File: src/rtl/tmr_majority_voter.sv
// Registered bitwise 2-of-3 majority voter with replica disagreement flags.
// Define TMR_VOTER_STATS_EN to add saturating per-replica disagreement counters.
module tmr_majority_voter #(
  parameter int WIDTH = 1,
  parameter int CNT_W = 16
) (
  input  logic             clk,
  input  logic             rst,
  input  logic             in_valid,
  input  logic [WIDTH-1:0] A,
  input  logic [WIDTH-1:0] B,
  input  logic [WIDTH-1:0] C,
  output logic [WIDTH-1:0] M,
  output logic             out_valid,
  output logic             mismatch,
  output logic [1:0]       fault_id,
  output logic             multi_fault,
  input  logic             cnt_clr,
  output logic [CNT_W-1:0] cnt_a,
  output logic [CNT_W-1:0] cnt_b,
  output logic [CNT_W-1:0] cnt_c
);

  logic [WIDTH-1:0] vote;
  logic             d_a;
  logic             d_b;
  logic             d_c;
  logic [1:0]       fault_id_next;
  logic             multi_fault_next;

  logic [WIDTH-1:0] m_reg;
  logic             out_valid_reg;
  logic             mismatch_reg;
  logic [1:0]       fault_id_reg;
  logic             multi_fault_reg;

  always_comb begin
    vote = (A & B) | (A & C) | (B & C);
    d_a  = |(A ^ vote);
    d_b  = |(B ^ vote);
    d_c  = |(C ^ vote);
    // Two or more dissenters is only possible when they dissent on different bits.
    multi_fault_next = (d_a & d_b) | (d_a & d_c) | (d_b & d_c);
    fault_id_next    = 2'd0;
    case ({d_a, d_b, d_c})
      3'b100:  fault_id_next = 2'd1;
      3'b010:  fault_id_next = 2'd2;
      3'b001:  fault_id_next = 2'd3;
      default: fault_id_next = 2'd0;
    endcase
  end

  always_ff @(posedge clk) begin
    if (rst) begin
      m_reg           <= '0;
      out_valid_reg   <= 1'b0;
      mismatch_reg    <= 1'b0;
      fault_id_reg    <= 2'd0;
      multi_fault_reg <= 1'b0;
    end else begin
      out_valid_reg <= in_valid;
      // Result fields hold across invalid cycles so the consumer sees the last vote.
      if (in_valid) begin
        m_reg           <= vote;
        mismatch_reg    <= d_a | d_b | d_c;
        fault_id_reg    <= fault_id_next;
        multi_fault_reg <= multi_fault_next;
      end
    end
  end

  assign M           = m_reg;
  assign out_valid   = out_valid_reg;
  assign mismatch    = mismatch_reg;
  assign fault_id    = fault_id_reg;
  assign multi_fault = multi_fault_reg;

`ifdef TMR_VOTER_STATS_EN
  localparam logic [CNT_W-1:0] CNT_ONE = 1;
  logic [2:0] hit;
  assign hit = {d_c, d_b, d_a};

  for (genvar gi = 0; gi < 3; gi++) begin : g_cnt
    logic [CNT_W-1:0] cnt_reg;
    always_ff @(posedge clk) begin
      if (rst || cnt_clr) begin
        cnt_reg <= '0;
      end else if (in_valid && hit[gi] && (cnt_reg != '1)) begin
        cnt_reg <= cnt_reg + CNT_ONE;
      end
    end
  end

  assign cnt_a = g_cnt[0].cnt_reg;
  assign cnt_b = g_cnt[1].cnt_reg;
  assign cnt_c = g_cnt[2].cnt_reg;
`else
  logic unused_cnt_clr;
  assign unused_cnt_clr = cnt_clr;
  assign cnt_a = '0;
  assign cnt_b = '0;
  assign cnt_c = '0;
`endif

endmodule

File: config.mk
export PLATFORM = sky130hd
export DESIGN_NAME = tmr_majority_voter
export DESIGN_NICKNAME = d
export VERILOG_FILES = /design/src/rtl/tmr_majority_voter.sv
export SDC_FILE = /design/constraint.sdc
export NUM_CORES = 1
export LEC_CHECK = 0
export CORE_AREA = 3 3 48 50
export CTS_BUF_LIST = sky130_fd_sc_hd__clkbuf_8
export DETAILED_ROUTE_END_ITERATION = 8
export DIE_AREA = 0 0 51 53
export GPL_ROUTABILITY_DRIVEN = 0
export PLACE_DENSITY_LB_ADDON = 0.15
export SYNTH_ARGS = -nofsm -noshare
export SYNTH_HDL_FRONTEND = slang
export SYNTH_SLANG_ARGS = --single-unit
File: constraint.sdc
create_clock -name clk -period 2.3 [get_ports clk]
set_clock_uncertainty 0.15 [all_clocks]
set_input_delay 0.46 -clock clk [delete_from_list [all_inputs] [get_ports clk]]
set_output_delay 0.46 -clock clk [all_outputs]
set_load 0.01 [all_outputs]
==> flow_metrics.py <==
metrics = {
    "route": {
        "vias": 330,
        "drc": 0,
        "drtAntennaViolNets": 0,
        "dr.pass1.iters": 2,
        "initialDrtViolationCount": 1,
        "wl_per_cell_um": 7.55,
        "drt-vias-per-instance": 2.97,
        "routed_wl_um": 838,
    },
    "grt": {
        "antenna_found_initial": 0,
        "grt_pass1_wl_um": 1090,
        "grt_usage_pct": 5.83,
        "grt_pass1_vias": 245,
        "grt_start_max_net_pins": 12,
        "use_met2_pct": 8.37,
        "grt_overflow": 0,
        "met3_usage_pct": 3.66,
        "met1_usage_pct": 5.70,
        "busiest_layer": "met2",
    },
    "critical_path": {
        "crit_chain": "clkdlybuf4s50_1",
        "slowest_stage": "clkdlybuf4s50_1",
        "max_stage_delay_ns": 0.54,
        "reg2reg_from": "M",
        "critPathLaunch": "mismatch",
        "cp_num_buf_inv": 1,
        "critPathCaptureType": "output port",
        "cp_max_fo": 2,
        "crit_family": "buffers and inverters",
        "crit_arrival_ns": 1.08,
        "start_kind": "flop",
        "path_class": "flop to output port",
        "required_ns": 1.69,
    },
    "sta": {
        "fin_crit_sh_pct": 73.6,
        "finalCriticalPeriod_ns": 1.69,
        "final_hold_viol_count": 0,
        "tns_ns": 0,
        "rsz0062_at_grt": "false",
        "finalSetupViolations": 0,
        "setup_slack_ns": 0.608,
        "slew_violations": 0,
        "fmax_mhz": 591,
    },
    "layout": {
        "area_growth_pct": -1.67,
        "fin_nets": 93,
        "drive_gt1_share_pct": 3.57,
        "antennaDiodeCount": 0,
        "largest_reg_flops": 2,
        "n_fill_cell": 229,
    },
    "synthesis": {
        "synth_top_area_share_pct": 60.3,
        "synth_cells": 72,
        "synth_most_common_cell": "buf_4",
        "synth.avg_cell_area_sq_um": 8.31,
        "yosys_warnings": 0,
        "synth_area_sq_um": 598,
        "synth-seq-area-share_pct": 20.1,
        "synth_top_area_cell": "buf_4",
        "yosys-top-cells-area": "buf_4 (60%), dfxtp_1 (20%), xnor2_1 (2.9%), a211oi_1 (2.5%), nor2_1 (2.5%)",
        "synth_cell_type_count": 15,
        "ys_seq_elements": 6,
        "synth_common_cells": "buf_4 (48), dfxtp_1 (6), nor2_1 (4), a211oi_1 (2), xnor2_1 (2)",
        "synth_ff_type": "dfxtp_1",
        "synth-edff-count": 0,
        "async_flop_share_pct": 0,
    },
    "pwr": {
        "vdd_ir_drop_max_uv": 138,
        "internal_power_w": 0.000248,
        "swShare_pct": 28.2,
        "power_leakage_nw": 0.295,
        "finalPower_w": 0.000346,
        "pwr-share-comb_pct": 22.8,
        "seq_power_share_pct": 33.0,
        "power_density_nw_per_um2": 588,
        "p_clk_share_pct": 44.2,
        "p_sw_w": 0.0000974,
    },
    "worst_hold_path": {
        "hp-class": "flop to flop",
        "min_from": "multi_fault",
    },
    "job": {
        "cap_violations": 0,
    },
    "floorplanning": {
        "io_pins": 61,
        "start_util_pct": 30.8,
        "dieArea_sq_um": 2700,
        "coreArea_sq_um": 1940,
        "die_y_um": 53,
        "die_x_um": 51,
        "fp-row-count": 16,
    },
    "cts": {
        "clock_latency_ns": 0.22,
        "h-tree-depth": 1,
        "cts_tree": "yes",
        "clockBufferDepth": 2,
        "cts_made_buffers": 3,
        "numClockSinks": 6,
        "cts_hold_buf": 0,
        "postCtsSetupBuffers": 0,
        "cts_resized": 0,
        "clk_pin_slew_ns": 0.03,
        "clockRootBuffer": "clkbuf_8",
    },
    "placed_design": {
        "dp_hpwl_um": 702,
        "dp_slack_ns": 0.483,
        "io_buffers": 11,
    },
    "outcome": {
        "outcome": "finished, final reports clean",
    },
}
## routing by layer
metal / vias up / wire, um
li1: 157 / -
met1: 139 / 276
met2: 34 / 379
met3: 0 / 183
met4: 0 / 0
met5: - / 0
## final cells by class
cell class              instances  area (sq um)  area share [%]
clock buffers                   3          41.3            7.02
multi-input cells              64           283            48.1
flip-flops and latches          6           120            20.4
well taps                      27          33.8            5.74
repair buffers                 11           110            18.7
## path summary, 6_finish.rpt
kind            endpoint  slack (ns)  cells after the start
max reg2reg            M        1.47                      2
max             mismatch        0.61                      1
min          multi_fault        0.32                      1
min reg2reg  multi_fault        0.32                      1
## logic make-up (layout without fill, tap and decap cells)
| group | count (synthesis) | count (layout) | share of synthesized area [%] |
|---|---|---|---|
| xor gates and xnor gates | 2 | 2 | 2.93 |
| other | 1 | 48 | 0.627 |
| buffers and inverters | 49 | 14 | 62.1 |
| DFF | 6 | 6 | 20.1 |
| AOI/OAI and AO/OA | 4 | 4 | 4.81 |
| and+or+nand+nor | 10 | 10 | 9.42 |
## metrics by stage
step / hold slack [ns] / util, % / cells / instance area [sq um]
floorplan: 0.347 / - / 119 / 774
finish: 0.321 / 30.3 / 111 / 588
global placement: 0.313 / 28.2 / 108 / 547
detailed placement: 0.320 / 28.2 / 108 / 547
global route: 0.342 / 30.3 / 111 / 588
CTS: 0.324 / 30.3 / 111 / 588
## placed cells by master, fill, tap and decap left out
cell type | synthesis | routed
nand2_1 | 1 | 1
nor4_1 | 1 | 1
conb_1 | 1 | 48
and4_1 | 1 | 1
dfxtp_1 | 6 | 6
nor2b_1 | 1 | 1
nor4b_1 | 1 | 1
a211oi_1 | 2 | 2
nor3b_1 | 1 | 1
clkdlybuf4s50_1 | 0 | 11
o21ai_1 | 1 | 1
nor2_1 | 4 | 4
xnor2_1 | 2 | 2
a311oi_1 | 1 | 1
clkbuf_8 | 0 | 3
## power groups by stage
stage	Clock (W)	Sequential, W	Combinational (W)
after floorplan	0	0.000119	0.000108
after global placement	0	0.000116	0.0000765
after detailed placement	0	0.000116	0.0000765
after CTS	0.000158	0.000114	0.0000767
after global routing	0.000166	0.000115	0.0000877
final	0.000153	0.000114	0.0000787
(Power assumes the default switching activity.)
==> RTL change 1: new RTL, same settings <==
Set the parameter `CNT_W` to 14 (it was 16).
--- a/src/rtl/tmr_majority_voter.sv
+++ b/src/rtl/tmr_majority_voter.sv
@@ -2,7 +2,7 @@
 // Define TMR_VOTER_STATS_EN to add saturating per-replica disagreement counters.
 module tmr_majority_voter #(
   parameter int WIDTH = 1,
-  parameter int CNT_W = 16
+  parameter int CNT_W = 14
 ) (
   input  logic             clk,
   input  logic             rst,
Interface: changed (resized cnt_a, cnt_b and cnt_c); port bits go from 61 to 55. No check against the original RTL was run, so the function may have changed too.
==> RTL change 1 against the unedited design <==
Sequential power about the same; final cell count decreased by 5.4%; critical path type unchanged; routed wire length decreased by 6.3%; total power decreased by 1.5%; final area decreased by 3.8%; critical path depth unchanged; area after synthesis decreased by 7.5%; sequential cell count unchanged; first-iteration DRC count unchanged; worst setup slack improved by 3.5 ps.
==> RTL change 1: results (changes against the unedited design) <==
status: "completed"
drive_gt1_share_pct: 3.846  # +0.27 points
dp_slack_ps: 502.1  # +18.94 ps
nNetsFinal: 87  # -6.5%
grt_util_all_layers_pct: 5.470  # -0.36 points
hold_path.class: "register to register"
dpl.hpwl_um: 674.1  # -3.9%
swShare_pct: 27.08  # -1.1 points
avgSynthCellArea_um2: 8.379  # +0.87%
dp.cells: 102  # -5.6%
nClkBuffers: 3  # unchanged
grt_pass1_vias: 237  # -3.3%
firstDrtPassIters: 2  # unchanged
fin_total_pwr_uw: 340.3  # -1.5%
grt_pass1_wl_mm: 1.069  # -1.9%
critPathTopFamily: "buffers and inverters"
seq_power_share_pct: 33.5  # +0.5 points
drtIter0Drc: 1  # unchanged
buf_share_pct: 19.47  # +0.75 points
post_drt_wl_per_cell_um: 7.476  # -0.97%
clock_area_share_pct: 7.301  # +0.28 points
p_leak_uw: 0.0002756  # -6.6%
dr_total_vias: 309  # -6.4%
ir_worst_vdd_mv: 0.1721  # +25%
final_core_util_pct: 29.12  # -1.2 points
grt_max_degree: 12  # unchanged
async_flop_share_pct: 0  # unchanged
synth_common_cells: "42 x buf_4, 6 x dfxtp_1, 4 x nor2_1"
clock_latency_ps: 210
path_clk_slew_ps: 40
multi_input_gates: 58  # -9.4%
cp.arrival_ps: 1080  # about the same
clkPwrFrac_pct: 44.8  # +0.6 points
ys_seq_area_share_pct: 21.72  # +1.6 points
multi_input_area_share_pct: 46.02  # -2.1 points
synthTopCellsByArea: "buf_4 57%, dfxtp_1 22%, xnor2_1 3.2%"
stdcell_count: 105  # -5.4%
n_all_buffers: 11  # unchanged
placed_area_um2: 524.3  # -4.1%
## RTL change 1: kinds of logic (layout without fill, tap and decap cells)
kind of cell	count (synthesis)	after routing	share of synthesized area, %
compound gates	4	4	5.202
other cells	1	42	0.6781
simple gates	10	10	10.18
xor+xnor	2	2	3.168
buf+inv	43	14	59.05
flops	6	6	21.72
## RTL change 1: path summary, 6_finish.rpt
kind | start | to | slack (ps) | cells past startpoint
setup / recovery | mismatch | mismatch | 610 | 1
hold / removal | multi_fault | multi_fault | 320 | 1
setup reg to reg | M | M | 1460 | 2
hold reg to reg | multi_fault | multi_fault | 320 | 1
## RTL change 1: routing by layer
layer	track usage, %	routed length, um	share of wire [%]	vias to the layer above
met3	3.380	136	17	0
met5	0	0	0	-
li1	-	-	-	151
met4	2.691	0	0	0
met1	6.879	303	39	132
met2	7.082	346	44	26
==> RTL change 2: new RTL, config.mk and constraints unchanged <==
Made on the original files. Put one more register stage on the output `mismatch`, cleared by the reset. The value now appears one clock later. The other outputs are not delayed to match.
--- a/src/rtl/tmr_majority_voter.sv
+++ b/src/rtl/tmr_majority_voter.sv
@@ -71,7 +71,13 @@
 
   assign M           = m_reg;
   assign out_valid   = out_valid_reg;
-  assign mismatch    = mismatch_reg;
+  always_ff @(posedge clk) begin
+    if (rst) begin
+      mismatch <= '0;
+    end else begin
+      mismatch <= mismatch_reg;
+    end
+  end
   assign fault_id    = fault_id_reg;
   assign multi_fault = multi_fault_reg;
 
Function: changed (Yosys sat finds a counterexample within 4 cycles, from zero or initial values and one cycle with rst high).
==> RTL change 2 against the unedited design <==
Total power rose by 8.1%; area after synthesis rose by 4.4%; die area did not move; combinational power fell by 0.5%; worst setup slack got worse by 6.0 ps; final area rose by 5.1%; highest routed layer is now met4; final cell count rose by 2.7%; sequential cell count rose by 1; critical path type unchanged; routed wire length rose by 0.84%.
==> RTL change 2: results (changes against the unedited design) <==
dp_slack_ps: 495.5  # +12.34 ps
cts_setup_buffers: 0  # unchanged
htree_num_levels: 1  # unchanged
placed_area_um2: 573.1  # +4.8%
use_met1_pct: 5.892  # +0.19 points
synthTopCellsByArea: "buf_4 58%, dfxtp_1 22%, xnor2_1 2.8%"
antenna_found_initial: 0  # unchanged
synth_common_cells: "48 x buf_4, 7 x dfxtp_1, 4 x nor2_1"
drtIter0Drc: 0  # -1
grt_util_all_layers_pct: 5.774  # -0.053 points
cts_resized: 0  # unchanged
synth_compound_area_share_pct: 4.609  # -0.20 points
seq-power_uw: 132  # +16%
cts_root_buf: "clkbuf_8"
cp.arrival_ps: 1090
overflow: 0  # unchanged
p_leak_uw: 0.0003106  # +5.3%
hold_path.class: "register to register"
dr_total_vias: 346  # +4.8%
status: "completed"
clock_latency_ps: 220  # about the same
grt_use_met2_pct: 7.511  # -0.86 points
grt_max_degree: 12  # unchanged
route.met3.wl_um: 160  # -13%
synth_fa_ha_area_share_pct: 0  # unchanged
muxShareOfSynthArea_pct: 0  # unchanged
synth_cell_type_count: 15  # unchanged
firstDrtPassIters: 1  # -1
critPathTopFamily: "buffers and inverters"
synth_ff_type: "dfxtp_1"
yosysWarnings: 0  # unchanged
p_comb_uw: 78.3  # -0.5%
swShare_pct: 27.95  # -0.23 points
dpl.hpwl_um: 697.4  # -0.60%
avgSynthCellArea_um2: 8.437  # +1.6%
dr.max_layer_used: "met4"
wl_met1_um: 285  # +3.3%
cts.path.max_buffers: 2  # unchanged
grt_pass1_vias: 240  # -2.0%
wl_met2_um: 383  # +1.1%
ys_seq_area_share_pct: 22.44  # +2.4 points
grt_pass1_wl_mm: 1.055  # -3.2%
slowest_delay_ps: 540  # about the same
nNetsFinal: 95  # +2.2%
synthXorXnorAreaFrac_pct: 2.806  # -0.12 points
n_fill_cell: 223  # -2.6%
io_buffers: 11  # unchanged
gr-usage-met3_pct: 2.535  # -1.1 points
worstPathMaxFanout: 2  # unchanged
worst_path_max_delay_cell: "clkdlybuf4s50_1"
routed_wirelength_um: 845  # +0.84%
antenna_cells: 0  # unchanged
drive_gt1_share_pct: 3.448  # -0.12 points
dp.cells: 110  # +1.9%
ir_worst_vdd_mv: 0.2515  # +82%
viasPerCell: 3.035  # +2.1%
RTL change 2: final cells by class:
cell class              count  area (um2)  share of cell area (%)
multi-input cells          65       289.0                   46.76
clock inverters             1       3.754                  0.6073
repair buffers             11       110.1                   17.81
flip-flops and latches      7       140.1                   22.67
clock buffers               3       41.29                   6.680
well taps                  27       33.78                   5.466
RTL change 2: path summary, 6_finish.rpt:
check                    start  endpoint  slack, ps  depth (start not counted)
setup / recovery             M         M        600                          1
hold / removal    mismatch_reg  mismatch        310                          1
setup reg to reg             M         M       1460                          2
hold reg to reg   mismatch_reg  mismatch        310                          1
RTL change 2: through the flow:
stage	util (%)	power, uW
6_report	31.83	373.5
5_1_grt	31.83	397.4
4_1_cts	31.83	377.0
3_5_place_dp	29.51	210.8
3_3_place_gp	29.51	210.9
2_1_floorplan	-	246.4
